File: config.mk
export PLATFORM = sky130hd
export DESIGN_NAME = clock_stepper
export DESIGN_NICKNAME = d
export VERILOG_FILES = /design/src/rtl/clock_stepper.sv
export SDC_FILE = /design/constraint.sdc
export NUM_CORES = 1
export LEC_CHECK = 0
export BUFFER_PORTS_ARGS = -buffer_cell sky130_fd_sc_hd__clkbuf_2
export CAP_MARGIN = 20
export CORE_UTILIZATION = 50
export DETAILED_ROUTE_END_ITERATION = 7
export MAX_ROUTING_LAYER = met4
export PLACE_DENSITY = 0.75
export REMOVE_ABC_BUFFERS = 1
export SLEW_MARGIN = 10
export SYNTH_ARGS = -nofsm -noshare
export SYNTH_HDL_FRONTEND = slang
export SYNTH_SLANG_ARGS = --single-unit
File: constraint.sdc
create_clock -name Clock -period 8.6 [get_ports Clock]
set_input_delay 1.72 -clock Clock [delete_from_list [all_inputs] [get_ports Clock]]
set_output_delay 1.72 -clock Clock [all_outputs]
set_load 0.005 [all_outputs]
File: src/rtl/clock_stepper.sv
// clock_stepper: debounced manual or periodic auto single-stepping of a processor clock.
module clock_stepper #(
  parameter int DEBOUNCE_CYCLES = 1000000,
  parameter int PULSE_CYCLES    = 4,
  parameter int AUTO_PERIOD     = 12500000
) (
  input  logic        Clock,
  input  logic        Resetn,
  input  logic        KeyN,
  input  logic        AutoEn,
  input  logic [1:0]  Rate,
  input  logic        Halt,
  output logic        ProcClk,
  output logic        StepPulse,
  output logic        KeyState,
  output logic [15:0] StepCount
);
  localparam int DW = $clog2(DEBOUNCE_CYCLES + 1);
  localparam int TW = $clog2(AUTO_PERIOD * 8);
  localparam int PW = $clog2(PULSE_CYCLES + 1);
  typedef enum logic [1:0] {IDLE, HIGH, LOW} state_t;
  state_t        state_q, state_d;
  logic [1:0]    sync_q, sync_d;
  logic [DW-1:0] deb_q, deb_d;
  logic          key_q, key_d, key_prev_q;
  logic [TW-1:0] tick_cnt_q, tick_cnt_d, term;
  logic [PW-1:0] pcnt_q, pcnt_d;
  logic          proc_clk_q, proc_clk_d, step_pulse_q, step_pulse_d;
  logic [15:0]   step_cnt_q, step_cnt_d;
  logic          raw, deb_full, press, tick, trig, go, pdone;
  always_comb begin
    sync_d       = {sync_q[0], KeyN};
    raw          = ~sync_q[1];
    deb_full     = deb_q == DW'(DEBOUNCE_CYCLES);
    deb_d        = (raw == key_q || deb_full) ? '0 : deb_q + DW'(1);
    key_d        = (raw != key_q && deb_full) ? raw : key_q;
    press        = key_q & ~key_prev_q;
    term         = TW'((AUTO_PERIOD << Rate) - 1);
    tick         = AutoEn && tick_cnt_q == term;
    tick_cnt_d   = (!AutoEn || tick) ? '0 : tick_cnt_q + TW'(1);
    trig         = AutoEn ? tick : press;
    go           = state_q == IDLE && trig && !Halt;
    pdone        = pcnt_q == PW'(PULSE_CYCLES - 1);
    state_d      = (state_q == IDLE) ? (go ? HIGH : IDLE) :
                   (state_q == HIGH) ? (pdone ? LOW : HIGH) :
                   (state_q == LOW && !pdone) ? LOW : IDLE;
    pcnt_d       = (state_q == IDLE || pdone) ? '0 : pcnt_q + PW'(1);
    proc_clk_d   = state_d == HIGH;
    step_pulse_d = go;
    step_cnt_d   = step_cnt_q + 16'(go);
  end
  // Synchronizer resets to "released" so a key held through reset debounces as a fresh press
  always_ff @(posedge Clock or negedge Resetn) begin
    if (!Resetn) begin
      sync_q       <= 2'b11;
      deb_q        <= '0;
      key_q        <= 1'b0;
      key_prev_q   <= 1'b0;
      tick_cnt_q   <= '0;
      state_q      <= IDLE;
      pcnt_q       <= '0;
      proc_clk_q   <= 1'b0;
      step_pulse_q <= 1'b0;
      step_cnt_q   <= '0;
    end else begin
      sync_q       <= sync_d;
      deb_q        <= deb_d;
      key_q        <= key_d;
      key_prev_q   <= key_q;
      tick_cnt_q   <= tick_cnt_d;
      state_q      <= state_d;
      pcnt_q       <= pcnt_d;
      proc_clk_q   <= proc_clk_d;
      step_pulse_q <= step_pulse_d;
      step_cnt_q   <= step_cnt_d;
    end
  end
  assign ProcClk   = proc_clk_q;
  assign StepPulse = step_pulse_q;
  assign KeyState  = key_q;
  assign StepCount = step_cnt_q;
endmodule

# Word level (Yosys, flattened, before mapping)
# Index checks and enable logic that the tools add are counted.
[op_classes]
add_sub_neg = 5
order_cmp = 0
n_reduce_logical = 12
n_div = 0
mux = 9
bitwise_logic = 3
shifts = 1
n_mul = 0
n_eq_ne = 8
[op_table]
columns = ["operator", "count"]
rows = [
  ["adder 27 x 1 -> 27 bit, second input constant", 1],
  ["equality test 27 bit", 1],
  ["two-way mux 27 bit", 1],
  ["<< shifter 24 x 2 -> 27 bit, first input constant", 1],
  ["subtractor 27 x 2 -> 27 bit, second input constant", 1],
  ["adder 20 x 1 -> 20 bit, second input constant", 1],
  ["equality test 20 bit, second input constant", 1],
  ["two-way mux 20 bit", 1],
  ["adder 16 x 1 -> 16 bit", 1],
  ["two-way mux 2 bit", 4],
  ["logical AND 1 bit", 5],
  ["equality test 2 x 1 -> 1 bit, second input constant", 2],
  ["adder 3 x 1 -> 3 bit, second input constant", 1],
  ["equality test 3 x 2 -> 1 bit, second input constant", 1],
  ["zero test 1 bit", 3],
  ["logical OR 1 bit", 3],
  ["two-way mux 3 bit", 1],
  ["equality test 2 bit, second input constant", 1],
  ["zero test 2 bit", 1],
  ["two-way mux 1 bit", 2],
  ["inverter 1 bit", 2],
  ["bitwise AND 1 bit", 1],
  ["equality test 1 bit", 1],
  ["!= test 1 bit", 1],
]
[totals]
out_inout_bits = 19
ff_bits = 74
romBits = 0
wordCells = 48
mem_count = 0
latchBits = 0
ramBits = 0

# Depth between registers and ports, before layout
[logic_depth]
word_depth = 10
ltp_mapped = 13
ltp_nobuf = 10

# Worst setup path after synthesis
# OpenSTA, ideal clock, no wires.
[synth_timing]
kind = "input to register"
start = "input port Rate[1]"
end = "register step_cnt_q[6], in the netlist StepCount[6]"
arrival_ns = 4.005
path_buffers = 3
path_slack_ns = 4.516
path_stages = 13
setup_ns = 0.079
t_required_ns = 8.521
cell_sequence = "buf_2 a21boi_1 o2111ai_1 a2111o_1 o41ai_2 buf_4 and2_1 ha_1 ha_1 clkbuf_1 nand2_1 nor2_1 xor2_1"
[synth_via]
elab_chain_len = 8
[synth_rtl]
columns = ["element", "line_no", "text"]
rows = [
  ["from (decl)", "11", "input logic [1:0] Rate,"],
  ["<< shifter 24 x 2 -> 27 bit", "38", "term = TW'((AUTO_PERIOD << Rate) - 1);"],
  ["subtractor 27 x 2 -> 27 bit", "38", ""],
  ["equality test 27 bit", "39", "tick = AutoEn && tick_cnt_q == term;"],
  ["logical AND 1 bit", "39", ""],
  ["two-way mux 1 bit", "41", "trig = AutoEn ? tick : press;"],
  ["logical AND 1 bit (2 in series)", "42", "go = state_q == IDLE && trig && !Halt;"],
  ["net go", "30", "logic raw, deb_full, press, tick, trig, go, pdone;"],
  ["adder 16 x 1 -> 16 bit", "50", "step_cnt_d = step_cnt_q + 16'(go);"],
  ["net step_cnt_d[6]", "29", "logic [15:0] step_cnt_q, step_cnt_d;"],
  ["to (signal assigned)", "75", "step_cnt_q <= step_cnt_d;"],
  ["to (decl)", "29", ""],
]
# The timed path passes the listed nets, and every way through them passes these cells.
# A chain may end at the register's enable or synchronous reset.

# Worst setup path in the final report
[layout_timing]
start = "input port Rate[0]"
end = "register step_cnt_q[6], in the netlist StepCount[6]"
# Same word-level chain as after synthesis.

==> impl.org <==
** Outcome
- Outcome :: completed

** Logic synthesis
- Yosys attributes the largest share of cell area to sky130_fd_sc_hd__dfrtp_1, sky130_fd_sc_hd__xor2_1, sky130_fd_sc_hd__nor2_1.
- The synthesized netlist occupies a cell area of 3560 µm².
- Synthesized instance count :: 354
- Portion of the post-synthesis area used by sequential elements :: 0.520
- Number of enable-type register cells in the synthesized netlist :: 0
- Summed over all instances, the cell type with the most area after synthesis is sky130_fd_sc_hd__dfrtp_1.
- The synthesized design contains 74 register bits.
- After synthesis, the netlist uses 41 different library cells.
- Mean area per synthesized cell :: 10.1 µm²
- Number of warning messages in the yosys log :: 0
- For this run, the leading register cell type out of synthesis is sky130_fd_sc_hd__dfrtp_1.
- Share of the synthesized area in the top cell type :: 0.506
- Async set-reset flop share out of synthesis :: 1.00

** Finish
- The net count of the finished layout is 396.
- The filler cells instantiated in the layout total 584.
- Antenna diodes :: 0
- Leading cell types in the layout, fill and taps excluded :: sky130_fd_sc_hd__dfrtp_1, sky130_fd_sc_hd__nor2_1, sky130_fd_sc_hd__xor2_1, sky130_fd_sc_hd__nand3_1, sky130_fd_sc_hd__clkbuf_2
- Storage element area :: 1850 µm²
- In the final layout, the share of cells above drive strength 1 is 0.137.
- The library cell used most frequently in the layout, excluding fill and tap cells, is sky130_fd_sc_hd__dfrtp_1.
- In the final layout, the multi-input gates occupy 1630 µm².
- The area growth from synthesis to layout is 11.7%.
- After routing the design area is 3980 µm².

** Die
- Die area :: 7470 µm²
- Initial core utilization :: 0.522
- During I/O placement, the number of pins put on the boundary was 26.
- Height of the die :: 86.4 µm
- After floorplanning, the core was divided into 30 placement rows.
- Floorplan core area :: 6830 µm²
- Horizontal die dimension :: 86.4 µm

** Clock network
- In this run the number of H-tree levels came out at 3.
- TritonCTS built the clock tree.
- Number of hold-repair buffers added at the cts stage :: 0
- Source-to-sink clock delay at the later pin of the worst-skew pair :: 350 ps
- Clock tree synthesis found a total of 74 sinks.
- Clock-pin slew of the registers on the worst-case setup and hold paths :: 70 ps
- In this run the post-CTS setup repair buffer count came out at 0.
- CTS max path bufs :: 2
- TritonCTS Buffers :: 9
- The root buffer cell chosen for the clock tree is sky130_fd_sc_hd__clkbuf_8.
- Post-CTS repair changed the size of 0 cells.

** Placement
- Summing all placed instances gives a cell area of 3790 µm².
- Pre-CTS worst setup slack :: 4110 ps
- Weighted congestion reported at the end of routability-driven placement :: 0.849
- Count of buffers from port buffering :: 25
- The wire-length estimate of the detail-placed layout is 4470 µm.

** Critical path
- Highest net fanout along the worst path :: 30
- Worst path buffer plus inverter count :: 2
- On the critical path the largest part of the delay comes from compound AO/OA/AOI/OAI gates.
- Data on the critical path arrives at its endpoint at 4420 ps.
- Required time worst endpoint :: 8870 ps
- Counting stages on the worst path, the most repeated cell is sky130_fd_sc_hd__ha_1.
- Cell Chain, Critical Path :: clkbuf_2 > nand2b_1 > a2111o_1 > o41ai_4 > buf_4 > and2_1 > ha_1 > ha_1 > nand2_1 > nor2_1 > xor2_1
- STA classifies the critical path endpoint as a register.
- On the critical path, the stage with the largest delay is an instance of sky130_fd_sc_hd__a2111o_1.
- Startpoint kind of the worst setup timing path :: input pin
- The setup path with the least slack is of type input pin to register.
- In this design, the stage delay of the slowest critical-path cell is 480 ps.

** Power
- The worst-case IR drop observed on VDD is 112 µV.
- Dividing total power by cell area gives a power density of 183 nW/µm².
- Static leakage :: 0.00181 µW

** STA
- The number of hold violations in the final report was 0.
- Tcrit/Tclk final :: 0.482
- For the pin with the worst max-slew slack, the measured transition is 915 ps.
- Setup violations remaining at the end of the flow were counted as 0.
- Final critical delay including setup and external delays :: 4150 ps
- Least setup slack across all paths after layout :: 4450 ps
- Setup repair after global routing left no endpoint under its margin.
- Max Fclk :: 0.241 GHz
- Final setup skew :: 5.72 ps
- Setup total negative slack on the finished layout was measured at 0 ps.
- Rel. slew slack :: 0.390
- Number of max-slew violations in the final report :: 0
- Worst hold slack :: 364 ps

** Detailed routing
- After detailed routing, the number of vias per cell comes to 5.29.
- Number of iterations in the first detailed-routing pass :: 4
- For this run, design rule violations remaining after detail routing come to 0.
- DRC violation total after the first TritonRoute iteration :: 156
- Total routed wirelength :: 6690 µm
- Once detail routing completed, the nets flagged for antenna violations numbered 0.
- Detailed routing inserted a total of 2,554 vias.
- In the final routed layout, each cell accounts on average for 13.9 µm.

** GRT
- Met3 track demand over resource :: 0.0381
- Entering global routing, the biggest net connects 75 pins.
- Total routing resource utilization after global routing :: 0.208
- For met1 alone, demand over resource in global routing was 0.283.
- The layer flagged by global routing as most heavily used is met2.
- For met2 alone, demand over resource in global routing was 0.294.
- For this run the aggregate overflow at the end of global routing stands at 0.
- The number of global-route vias before repair is 2,491.
- The first global-routing pass estimated 11,600 µm of wire.
- Number of antenna violations at the first check in global routing :: 0

** Hold path
- In this run the worst hold path is classified as register to register.

** Run
- Across the run, the number of max-cap violations was 0.
==> cells in the mapped netlist, types with 2 or more instances <==
master / instances
sky130_fd_sc_hd__nand3_1: 27
sky130_fd_sc_hd__buf_2: 6
sky130_fd_sc_hd__and2_1: 3
sky130_fd_sc_hd__nor4_2: 2
sky130_fd_sc_hd__nand2b_1: 4
sky130_fd_sc_hd__nand2_1: 23
sky130_fd_sc_hd__a21o_1: 2
sky130_fd_sc_hd__dfstp_2: 2
sky130_fd_sc_hd__and3_1: 11
sky130_fd_sc_hd__dfrtp_1: 72
sky130_fd_sc_hd__nand4_1: 20
sky130_fd_sc_hd__inv_1: 10
sky130_fd_sc_hd__or4b_2: 3
sky130_fd_sc_hd__a2111oi_0: 2
sky130_fd_sc_hd__xnor2_1: 19
sky130_fd_sc_hd__and4_1: 4
sky130_fd_sc_hd__o22ai_1: 2
sky130_fd_sc_hd__xor2_1: 39
sky130_fd_sc_hd__ha_1: 7
sky130_fd_sc_hd__clkbuf_1: 3
sky130_fd_sc_hd__nor2_1: 68
sky130_fd_sc_hd__o21ai_0: 3
sky130_fd_sc_hd__nor3_1: 4
==> final cells by class <==
class                           instances  share of cell area
Sequential cell                        74               0.466
Clock buffer                           11              0.0355
Multi-Input combinational cell        259               0.409
Clock inverter                          5              0.0135
Inverter                               11              0.0104
Tap cell                               96              0.0302
Timing Repair Buffer                   27              0.0352
==> power breakdown <==
| part | switching, µW | leakage [µW] | internal, µW |
|---|---|---|---|
| Clock | 125 | 0.000103 | 141 |
| Combinational | 39.4 | 0.000700 | 29.9 |
| Sequential | 23.3 | 0.00101 | 372 |
==> per-layer routing <==
metal | wire length [µm] | part of all wire
met2 | 2950 | 0.44
met3 | 297 | 0.044
met4 | 184 | 0.027
met1 | 3260 | 0.49
met5 | 0 | 0
==> through the flow <==
step | total power, µW | utilization | cells
after floorplan | 433 | - | 344
after global placement | 467 | 0.554 | 467
after detailed placement | 472 | 0.554 | 467
after CTS | 741 | 0.583 | 483
after global routing | 770 | 0.583 | 483
final | 730 | 0.583 | 483
==> worst paths after layout <==
kind | endpoint | start | slack, ps | cells after the start
worst max-delay path | StepCount[6] | Rate[0] | 4450 | 11
worst min-delay path | sync_q[1] | sync_q[0] | 360 | 0
worst max register to register | StepCount[6] | tick_cnt_q[0] | 5320 | 11
worst min register to register | sync_q[1] | sync_q[0] | 360 | 0
max in group asynchronous | deb_q[1] | Resetn | 6420 | 2
min in group asynchronous | tick_cnt_q[11] | Resetn | 1570 | 2
==> logic make-up (layout without fill, tap and decap cells) <==
family,count (synthesis),count (layout),synth area share
buffers and inverters,21,54,0.0253
DFF,74,74,0.520
adders and majority gates,7,7,0.0246
and+or+nand+nor,175,175,0.245
muxes,1,1,0.00281
AOI/OAI and AO/OA,18,18,0.0393
xor gates and xnor gates,58,58,0.143
==> sequential cells by signal, summed over array words and instances, names as in the netlist <==
register / cells
StepCount: 16
KeyState: 1
StepPulse: 1
key_prev_q: 1
pcnt_q: 3
state_q: 2
sync_q: 2
tick_cnt_q: 27
ProcClk: 1
deb_q: 20
No activity file was read; power rests on OpenSTA's default activity.
